`src/rtl/adder_rr_arbiter_pkg.sv`:
```
// Shared definitions for the adder round-robin arbiter slice.
// Optional build macro: ADDER_ARB_FIXED_PRI_EN (fixed lowest-index priority).
package adder_rr_arbiter_pkg;

    localparam int OPW   = 4;   // operand / sum width
    localparam int CNT_W = 8;   // accepted-request counter width

    // Output buffer occupancy
    typedef enum logic {
        ST_EMPTY = 1'b0,
        ST_FULL  = 1'b1
    } buf_state_e;

endpackage

```
`src/rtl/adder_rr_arbiter_if.sv`:
```
// Request/response bus between the operand sources, the arbiter and the consumer.
// Handshake: a beat moves on a rising clk edge where valid & ready are both 1;
// valid must not wait on ready, ready may depend on valid, and an un-transferred
// valid may be withdrawn (no transfer happens for it).
interface adder_rr_arbiter_if
    import adder_rr_arbiter_pkg::*;
#(
    parameter int NUM_REQ = 4,
    parameter int ID_W    = 2
);
    logic [NUM_REQ-1:0]     req_valid;
    logic [NUM_REQ-1:0]     req_ready;
    logic [OPW*NUM_REQ-1:0] req_a;
    logic [OPW*NUM_REQ-1:0] req_b;
    logic                   rsp_valid;
    logic                   rsp_ready;
    logic [OPW-1:0]         rsp_s;
    logic                   rsp_c;
    logic [ID_W-1:0]        rsp_id;
    logic [CNT_W-1:0]       grant_cnt;

    // Requesters and response consumer
    modport master (
        output req_valid, req_a, req_b, rsp_ready,
        input  req_ready, rsp_valid, rsp_s, rsp_c, rsp_id, grant_cnt
    );

    // Arbiter
    modport slave (
        input  req_valid, req_a, req_b, rsp_ready,
        output req_ready, rsp_valid, rsp_s, rsp_c, rsp_id, grant_cnt
    );
endinterface

```
`src/rtl/adder_rr_arbiter_rr_pick.sv`:
```
// Combinational one-hot round-robin picker: first valid at index >= rr_ptr,
// searching modulo NUM_REQ. With rr_ptr held at 0 it is a fixed-priority picker.
module adder_rr_arbiter_rr_pick #(
    parameter int NUM_REQ = 4,
    parameter int PW      = 2
) (
    input  logic [NUM_REQ-1:0] req_valid,
    input  logic [PW-1:0]      rr_ptr,
    input  logic               en,
    output logic [NUM_REQ-1:0] gnt,
    output logic [PW-1:0]      idx
);
    logic          found;
    logic [PW-1:0] pos;

    // Rotate the search start to rr_ptr and take the first valid requester
    always_comb begin
        gnt   = '0;
        idx   = '0;
        found = 1'b0;
        pos   = '0;
        for (int k = 0; k < NUM_REQ; k++) begin
            pos = PW'((int'(rr_ptr) + k) % NUM_REQ);
            if (en && !found && req_valid[pos]) begin
                found    = 1'b1;
                gnt[pos] = 1'b1;
                idx      = pos;
            end
        end
    end
endmodule

```
`src/rtl/four_adder.sv`:
```
// Plain 4-bit adder with carry-out; the single shared datapath.
module four_adder
    import adder_rr_arbiter_pkg::*;
(
    input  logic [OPW-1:0] a,
    input  logic [OPW-1:0] b,
    output logic [OPW-1:0] s,
    output logic           c
);
    assign {c, s} = {1'b0, a} + {1'b0, b};
endmodule

```
`src/rtl/adder_rr_arbiter.sv`:
```
// Shares one four_adder among NUM_REQ requesters. One grant per clock, result
// registered into a 1-entry buffer and returned tagged with the requester id.
// Optional build macro: ADDER_ARB_FIXED_PRI_EN (lowest index wins, no rr pointer).
module adder_rr_arbiter
    import adder_rr_arbiter_pkg::*;
#(
    parameter int NUM_REQ = 4,
    parameter int ID_W    = 2
) (
    input  logic               clk,
    input  logic               rst_n,
    adder_rr_arbiter_if.slave  bus,
    output buf_state_e         state_o
);
    localparam int PW = (NUM_REQ > 1) ? $clog2(NUM_REQ) : 1;

    buf_state_e         state_q, state_d;
    logic [PW-1:0]      rr_ptr;
    logic [PW-1:0]      gnt_idx;
    logic [NUM_REQ-1:0] gnt;
    logic               grant_ok;
    logic               accept;
    logic [OPW-1:0]     op_a, op_b, sum_s;
    logic               sum_c;
    logic [OPW-1:0]     s_q;
    logic               c_q;
    logic [ID_W-1:0]    id_q;
    logic [CNT_W-1:0]   cnt_q;

    // A new grant is possible when the buffer is empty or is being drained now.
    // Gated by rst_n so nothing is offered while reset is held.
    assign grant_ok = ((state_q == ST_EMPTY) || bus.rsp_ready) && rst_n;

    adder_rr_arbiter_rr_pick #(
        .NUM_REQ (NUM_REQ),
        .PW      (PW)
    ) u_pick (
        .req_valid (bus.req_valid),
        .rr_ptr    (rr_ptr),
        .en        (grant_ok),
        .gnt       (gnt),
        .idx       (gnt_idx)
    );

    // gnt is only non-zero for a valid requester, so any grant is a transfer
    assign accept        = |gnt;
    assign bus.req_ready = gnt;

    // One-hot AND-OR operand mux driven by the grant
    always_comb begin
        op_a = '0;
        op_b = '0;
        for (int k = 0; k < NUM_REQ; k++) begin
            if (gnt[k]) begin
                op_a = bus.req_a[k*OPW +: OPW];
                op_b = bus.req_b[k*OPW +: OPW];
            end
        end
    end

    four_adder u_add (
        .a (op_a),
        .b (op_b),
        .s (sum_s),
        .c (sum_c)
    );

`ifdef ADDER_ARB_FIXED_PRI_EN
    assign rr_ptr = '0;
`else
    logic [PW-1:0] rr_ptr_q, rr_ptr_d;

    // Pointer moves to the slot just after the winner, only on an accept
    always_comb begin
        rr_ptr_d = rr_ptr_q;
        if (accept) begin
            rr_ptr_d = (gnt_idx == PW'(NUM_REQ - 1)) ? '0 : gnt_idx + PW'(1);
        end
    end

    // Round-robin pointer register
    always_ff @(posedge clk or negedge rst_n) begin
        if (!rst_n) rr_ptr_q <= '0;
        else        rr_ptr_q <= rr_ptr_d;
    end

    assign rr_ptr = rr_ptr_q;
`endif

    // Buffer occupancy next-state: fill on accept, empty only on drain without refill
    always_comb begin
        state_d = state_q;
        case (state_q)
            ST_EMPTY: if (accept) state_d = ST_FULL;
            ST_FULL:  if (bus.rsp_ready && !accept) state_d = ST_EMPTY;
            default:  state_d = ST_EMPTY;
        endcase
    end

    // Buffer occupancy register
    always_ff @(posedge clk or negedge rst_n) begin
        if (!rst_n) state_q <= ST_EMPTY;
        else        state_q <= state_d;
    end

    // Result buffer and accept counter; overwritten on every accept, held otherwise
    always_ff @(posedge clk or negedge rst_n) begin
        if (!rst_n) begin
            s_q   <= '0;
            c_q   <= 1'b0;
            id_q  <= '0;
            cnt_q <= '0;
        end else if (accept) begin
            s_q   <= sum_s;
            c_q   <= sum_c;
            id_q  <= ID_W'(gnt_idx);
            cnt_q <= cnt_q + CNT_W'(1);
        end
    end

    assign bus.rsp_valid = (state_q == ST_FULL);
    assign bus.rsp_s     = s_q;
    assign bus.rsp_c     = c_q;
    assign bus.rsp_id    = id_q;
    assign bus.grant_cnt = cnt_q;
    assign state_o       = state_q;
endmodule

```
`src/flat_wrapper.sv`:
```
// flat-port wrapper written by rule: the top's interface ports become plain ports
module adder_rr_arbiter_flat import adder_rr_arbiter_pkg::*;
#(
    parameter int NUM_REQ = 4,
    parameter int ID_W    = 2
)
  (clk, rst_n, state_o, bus_req_valid, bus_req_a, bus_req_b, bus_rsp_ready, bus_req_ready, bus_rsp_valid, bus_rsp_s, bus_rsp_c, bus_rsp_id, bus_grant_cnt);
  adder_rr_arbiter_if #(.NUM_REQ(NUM_REQ), .ID_W(ID_W)) bus_i ();
  input  logic clk;
  input  logic rst_n;
  output buf_state_e state_o;
  input wire logic [$bits(bus_i.req_valid)-1:0] bus_req_valid;
  input wire logic [$bits(bus_i.req_a)-1:0] bus_req_a;
  input wire logic [$bits(bus_i.req_b)-1:0] bus_req_b;
  input wire logic [$bits(bus_i.rsp_ready)-1:0] bus_rsp_ready;
  output wire logic [$bits(bus_i.req_ready)-1:0] bus_req_ready;
  output wire logic [$bits(bus_i.rsp_valid)-1:0] bus_rsp_valid;
  output wire logic [$bits(bus_i.rsp_s)-1:0] bus_rsp_s;
  output wire logic [$bits(bus_i.rsp_c)-1:0] bus_rsp_c;
  output wire logic [$bits(bus_i.rsp_id)-1:0] bus_rsp_id;
  output wire logic [$bits(bus_i.grant_cnt)-1:0] bus_grant_cnt;
  assign bus_i.req_valid = bus_req_valid;
  assign bus_i.req_a = bus_req_a;
  assign bus_i.req_b = bus_req_b;
  assign bus_i.rsp_ready = bus_rsp_ready;
  assign bus_req_ready = bus_i.req_ready;
  assign bus_rsp_valid = bus_i.rsp_valid;
  assign bus_rsp_s = bus_i.rsp_s;
  assign bus_rsp_c = bus_i.rsp_c;
  assign bus_rsp_id = bus_i.rsp_id;
  assign bus_grant_cnt = bus_i.grant_cnt;
  adder_rr_arbiter #(.NUM_REQ(NUM_REQ), .ID_W(ID_W)) u_core (.clk(clk), .rst_n(rst_n), .bus(bus_i), .state_o(state_o));
endmodule
```
`config.mk`:
```
export PLATFORM = sky130hd
export DESIGN_NAME = adder_rr_arbiter_flat
export DESIGN_NICKNAME = d
export VERILOG_FILES = /design/src/rtl/adder_rr_arbiter_pkg.sv /design/src/rtl/adder_rr_arbiter_if.sv /design/src/rtl/adder_rr_arbiter_rr_pick.sv /design/src/rtl/four_adder.sv /design/src/rtl/adder_rr_arbiter.sv /design/src/flat_wrapper.sv
export SDC_FILE = /design/constraint.sdc
export NUM_CORES = 1
export LEC_CHECK = 0
export ABC_AREA = 1
export CAP_MARGIN = 20
export CORE_AREA = 2 2 77 93
export CTS_CLUSTER_SIZE = 10
export DETAILED_ROUTE_END_ITERATION = 8
export DIE_AREA = 0 0 79 95
export PLACE_DENSITY_LB_ADDON = 0.1
export SETUP_SLACK_MARGIN = 0.15
export SLEW_MARGIN = 25
export SYNTH_ARGS = -nofsm -noshare
export SYNTH_HDL_FRONTEND = slang
export SYNTH_HIERARCHICAL = 1
export SYNTH_SLANG_ARGS = --single-unit
export TNS_END_PERCENT = 50
```
`constraint.sdc`:
```
create_clock -name clk -period 3.8 [get_ports clk]
set_input_delay 0.76 -clock clk [delete_from_list [all_inputs] [get_ports clk]]
set_output_delay 0.76 -clock clk [all_outputs]
set_load 0.005 [all_outputs]
```
==> metrics.md <==
| Metric | Value |
|---|---|
| Global-route wire length before repair | `8.02 mm` |
| Period utilization | `a little over nine tenths` |
| Hold EP | `u_core/bus.rsp_id[0]` |
| HP Class | `register to register` |
| Die area | `roughly 7500 um2` |
| CP Max Fanout | `12` |
| PortBufs | `59` |
| Post-route antenna net violation count | `0` |
| Final setup TNS | `0 ns` |
| # clock sinks | `18` |
| Register area share after synthesis | `roughly a quarter` |
| Buffers & Inverters on Critical Path | `4` |
| Global route total overflow | `0` |
| Worst R2R Path Depth | `21` |
| WP depth | `10` |
| Multi-input gate area | `roughly 1200 um2` |
| Startpoint Class | `primary input` |
| Die Y-Extent | `approximately 95 um` |
| Reg-to-reg setup timing slack | `0.47 ns` |
| N_diodes | `0` |
| Final Max Tran Viols | `0` |
| M1 GR Usage | `17.9%` |
| CTS root buf | `clkbuf_8` |
| Synth area leaders | `dfrtp_1 25%, nand2_1 18%, nand3_1 11%` |
| Vias in the first global route | `1681` |
| CTS Buf Count | `3` |
| Most frequent cells in the layout | `88 x nand2_1, 59 x clkdlybuf4s50_1, 37 x nand3_1, 27 x inv_1, 18 x dfrtp_1` |
| Via count | `around 1900` |
| Die W | `79 um` |
| Most used flip-flop cell after synthesis | `dfrtp_1` |
| Worst-Margin Slew | `0.382 ns` |
| Static Leak | `1.22 nW` |
| RSZ-0062 raised after global routing | `yes` |
| Final setup fails | `0` |
| Synthesis Warnings | `6` |
| # Post-CTS Setup Buffers | `0` |
| Starting density of the core | `26.9%` |
| Family with the most delay on the worst path | `buffers and inverters` |
| PwrDens | `~800 nW/um2` |
| Final WL | `4.92 mm` |
| Number of flops mapped to enable cells by yosys | `0` |
| Max incr delay on CP | `0.53 ns` |
| VDD IR max | `304 uV` |
| Sequential cell area | `about 450 um2` |
| Terminus of the critical flop-to-flop path | `u_core/bus.rsp_c` |
| Hold_sp | `u_core/bus.rsp_id[0]` |
| Fmax | `280 MHz` |
| Int Power | `1.02 mW` |
| Hold path cells | `1` |
| Sw Ratio | `50.5%` |
| Longest Clk Path Bufs | `2` |
| Slew margin rel. | `74.5%` |
| CTS tree | `yes` |
| Sequential share of power | `16.4%` |
| Crit-path cells | `clkdlybuf4s50_1 -> nand2_1 -> nand3_2 -> nand2_1 -> inv_2 -> nor2_4 -> nand3_1 -> nand3_1 -> buf_4 -> clkdlybuf4s50_1` |
| CP Class | `primary input to primary output` |
| Post-synth top area share | `between 20% and 30%` |
| Share of post-route cells with drive strength above 1 | `11.7%` |
| Cell area after synthesis | `1800 um2` |
| Fillers | `around 730` |
| Status | `finished clean` |
| Max-cap viol count | `0` |
| Clock skew | `0.00394 ns` |
| Clock Latency Late Sink | `0.25 ns` |
| GRT Max-Usage Layer | `met2` |
| Largest net degree at the start of global routing | `20` |
| Final HPWL from detailed placement | `3.94 mm` |
| Vias/cell | `4.50` |
| Final Hold Violating Endpoints | `0` |
| Area delta synth->final | `42.8%` |
| Logic pwr share | `about 76%` |
| I/O pin count | `60` |
| Post-route design area | `2560 um2` |
| CP Data Arrival Time | `around 2.8 ns` |
| Commonest non-fill, non-tap cell in the layout | `nand2_1` |
| Post-synthesis average cell area | `6.94 um2` |
| Data required, critical path | `about 3.0 ns` |
| Gpl congestion | `between 0.8 and 0.9` |
| Post-Syn Instances | `259` |
| H-Tree Depth | `1` |
| Post-place instance area | `2500 um2` |
| CORE AREA | `about 6700 um2` |
| Count of different cell masters after synthesis | `28` |
| M3 GR Usage | `~1.4%` |
| Initial drt markers | `75` |
| Site Rows | `33` |
| Tot GR Track Use | `13.2%` |
| Hold slack | `about 0.50 ns` |
| Slowest cell on crit path | `clkdlybuf4s50_1` |
| WL per Instance | `12.0 um` |
| Nets | `378` |
| Fraction of registers with async set/reset | `100%` |
| Syn nets | `312` |
| Yosys top cell by area | `dfrtp_1` |
| Worst R2R Start | `u_core/rr_ptr[0]` |
| FF+latch count, synth | `18` |
| Clk pwr share | `7.5%` |
| Sw power | `between 1 and 1.5 mW` |
| TritonRoute pass-1 iters | `4` |
| Initial antenna violation count | `0` |
| Period minus WS final | `about 3.6 ns` |
| CTS clock-pin slew for the worst setup and hold paths | `0.07 ns` |
| Met2 Use GR | `between 20% and 30%` |
| DRC viols | `0` |
| Critical Path End Type | `primary output` |
[cell families (layout without fill, tap and decap cells)]
logic type / count (synthesis) / in the layout / share of synthesized area (%)
compound gates: 26 / 26 / 8.91
simple gates: 159 / 159 / 43.6
buf+inv: 39 / 104 / 10.8
flops: 18 / 18 / 25.1
fa+ha+maj: 14 / 14 / 10.2
xor+xnor: 3 / 3 / 1.46
[how the worst max path moves through the flow]
| stage | from | end | slack, ns |
|---|---|---|---|
| 2_1_floorplan | u_core/rr_ptr[0] | u_core/bus.rsp_s[2] | 0.56 |
| 3_3_place_gp | rst_n | u_core/bus.rsp_s[1] | 0.09 |
| 3_5_place_dp | rst_n | u_core/bus.rsp_s[2] | 0.07 |
| 4_1_cts | bus_req_valid[0] | bus_req_ready[1] | 0.22 |
| 5_1_grt | bus_req_valid[0] | bus_req_ready[1] | 0.09 |
| 6_report | bus_req_valid[0] | bus_req_ready[1] | 0.23 |
[routing by layer]
| layer | vias up | wire (um) |
|---|---|---|
| li1 | 975 | - |
| met3 | 2 | 201 |
| met2 | 36 | 2530 |
| met5 | - | 0 |
| met1 | 838 | 2150 |
| met4 | 0 | 34 |
[through the flow]
step	util (%)	total power, mW	setup WS [ns]	instances
after detailed placement	37.3	1.92	0.0672	407
after CTS	38.2	2.08	0.223	411
after global routing	38.3	2.30	0.0942	411
final	38.3	2.06	0.235	411
after global placement	37.3	1.91	0.0889	407
after floorplan	-	1.47	0.564	259
[final cells by class]
class / instances / area share (%)
repair buffers: 70 / 26.2
multi-input cells: 202 / 45.4
inverters: 30 / 4.39
well taps: 87 / 4.24
clock buffers: 4 / 2.15
flip-flops and latches: 18 / 17.6
[power groups by stage]
stage	clock network [mW]	logic [mW]	registers [mW]
after detailed placement	0	1.57	0.342
after global placement	0	1.57	0.342
after global routing	0.170	1.78	0.351
after CTS	0.160	1.58	0.340
after floorplan	0	1.11	0.354
final	0.154	1.56	0.337
[sequential cells by signal, indices dropped and copies added, names as in the netlist]
register and flops:
u_core/bus.grant_cnt 8, u_core/rr_ptr 2, u_core/bus.rsp_valid 1, u_core/bus.rsp_s 4, u_core/bus.rsp_id 2, u_core/bus.rsp_c 1
[what timing repair did]
item                       in CTS  in global routing
setup endpoints to repair       2                  5
hold buffers                    0                  0
gates resized for setup         1                  2
[synthesized netlist by cell type (3+ instances only)]
master	count
a21oi_1	10
buf_6	5
dfrtp_1	18
ha_1	13
inv_1	27
inv_2	3
nand2_1	88
nand2_2	4
nand2_4	3
nand3_1	38
nand3_2	3
nand4_1	7
nor2_1	6
nor2_4	3
o211ai_1	8
o21ai_0	4
[worst reg2reg max path, stage by stage (launching register included)]
cell and delay [ns]:
dfrtp_1 0.40, inv_2 0.18, ha_1 0.31, inv_1 0.12
nand3_2 0.16, nand2_1 0.11, inv_2 0.04, nor2_4 0.23
nand3_1 0.12, nand3_1 0.12, inv_1 0.07, nor2_4 0.17
nand2_1 0.07, nand2_1 0.07, o211ai_1 0.08, nand2_1 0.07
ha_1 0.17, inv_1 0.06, fa_1 0.39, o21ai_0 0.17
nand2_1 0.07, nand2_1 0.07
Note: power is estimated with default switching activity, not from simulation.
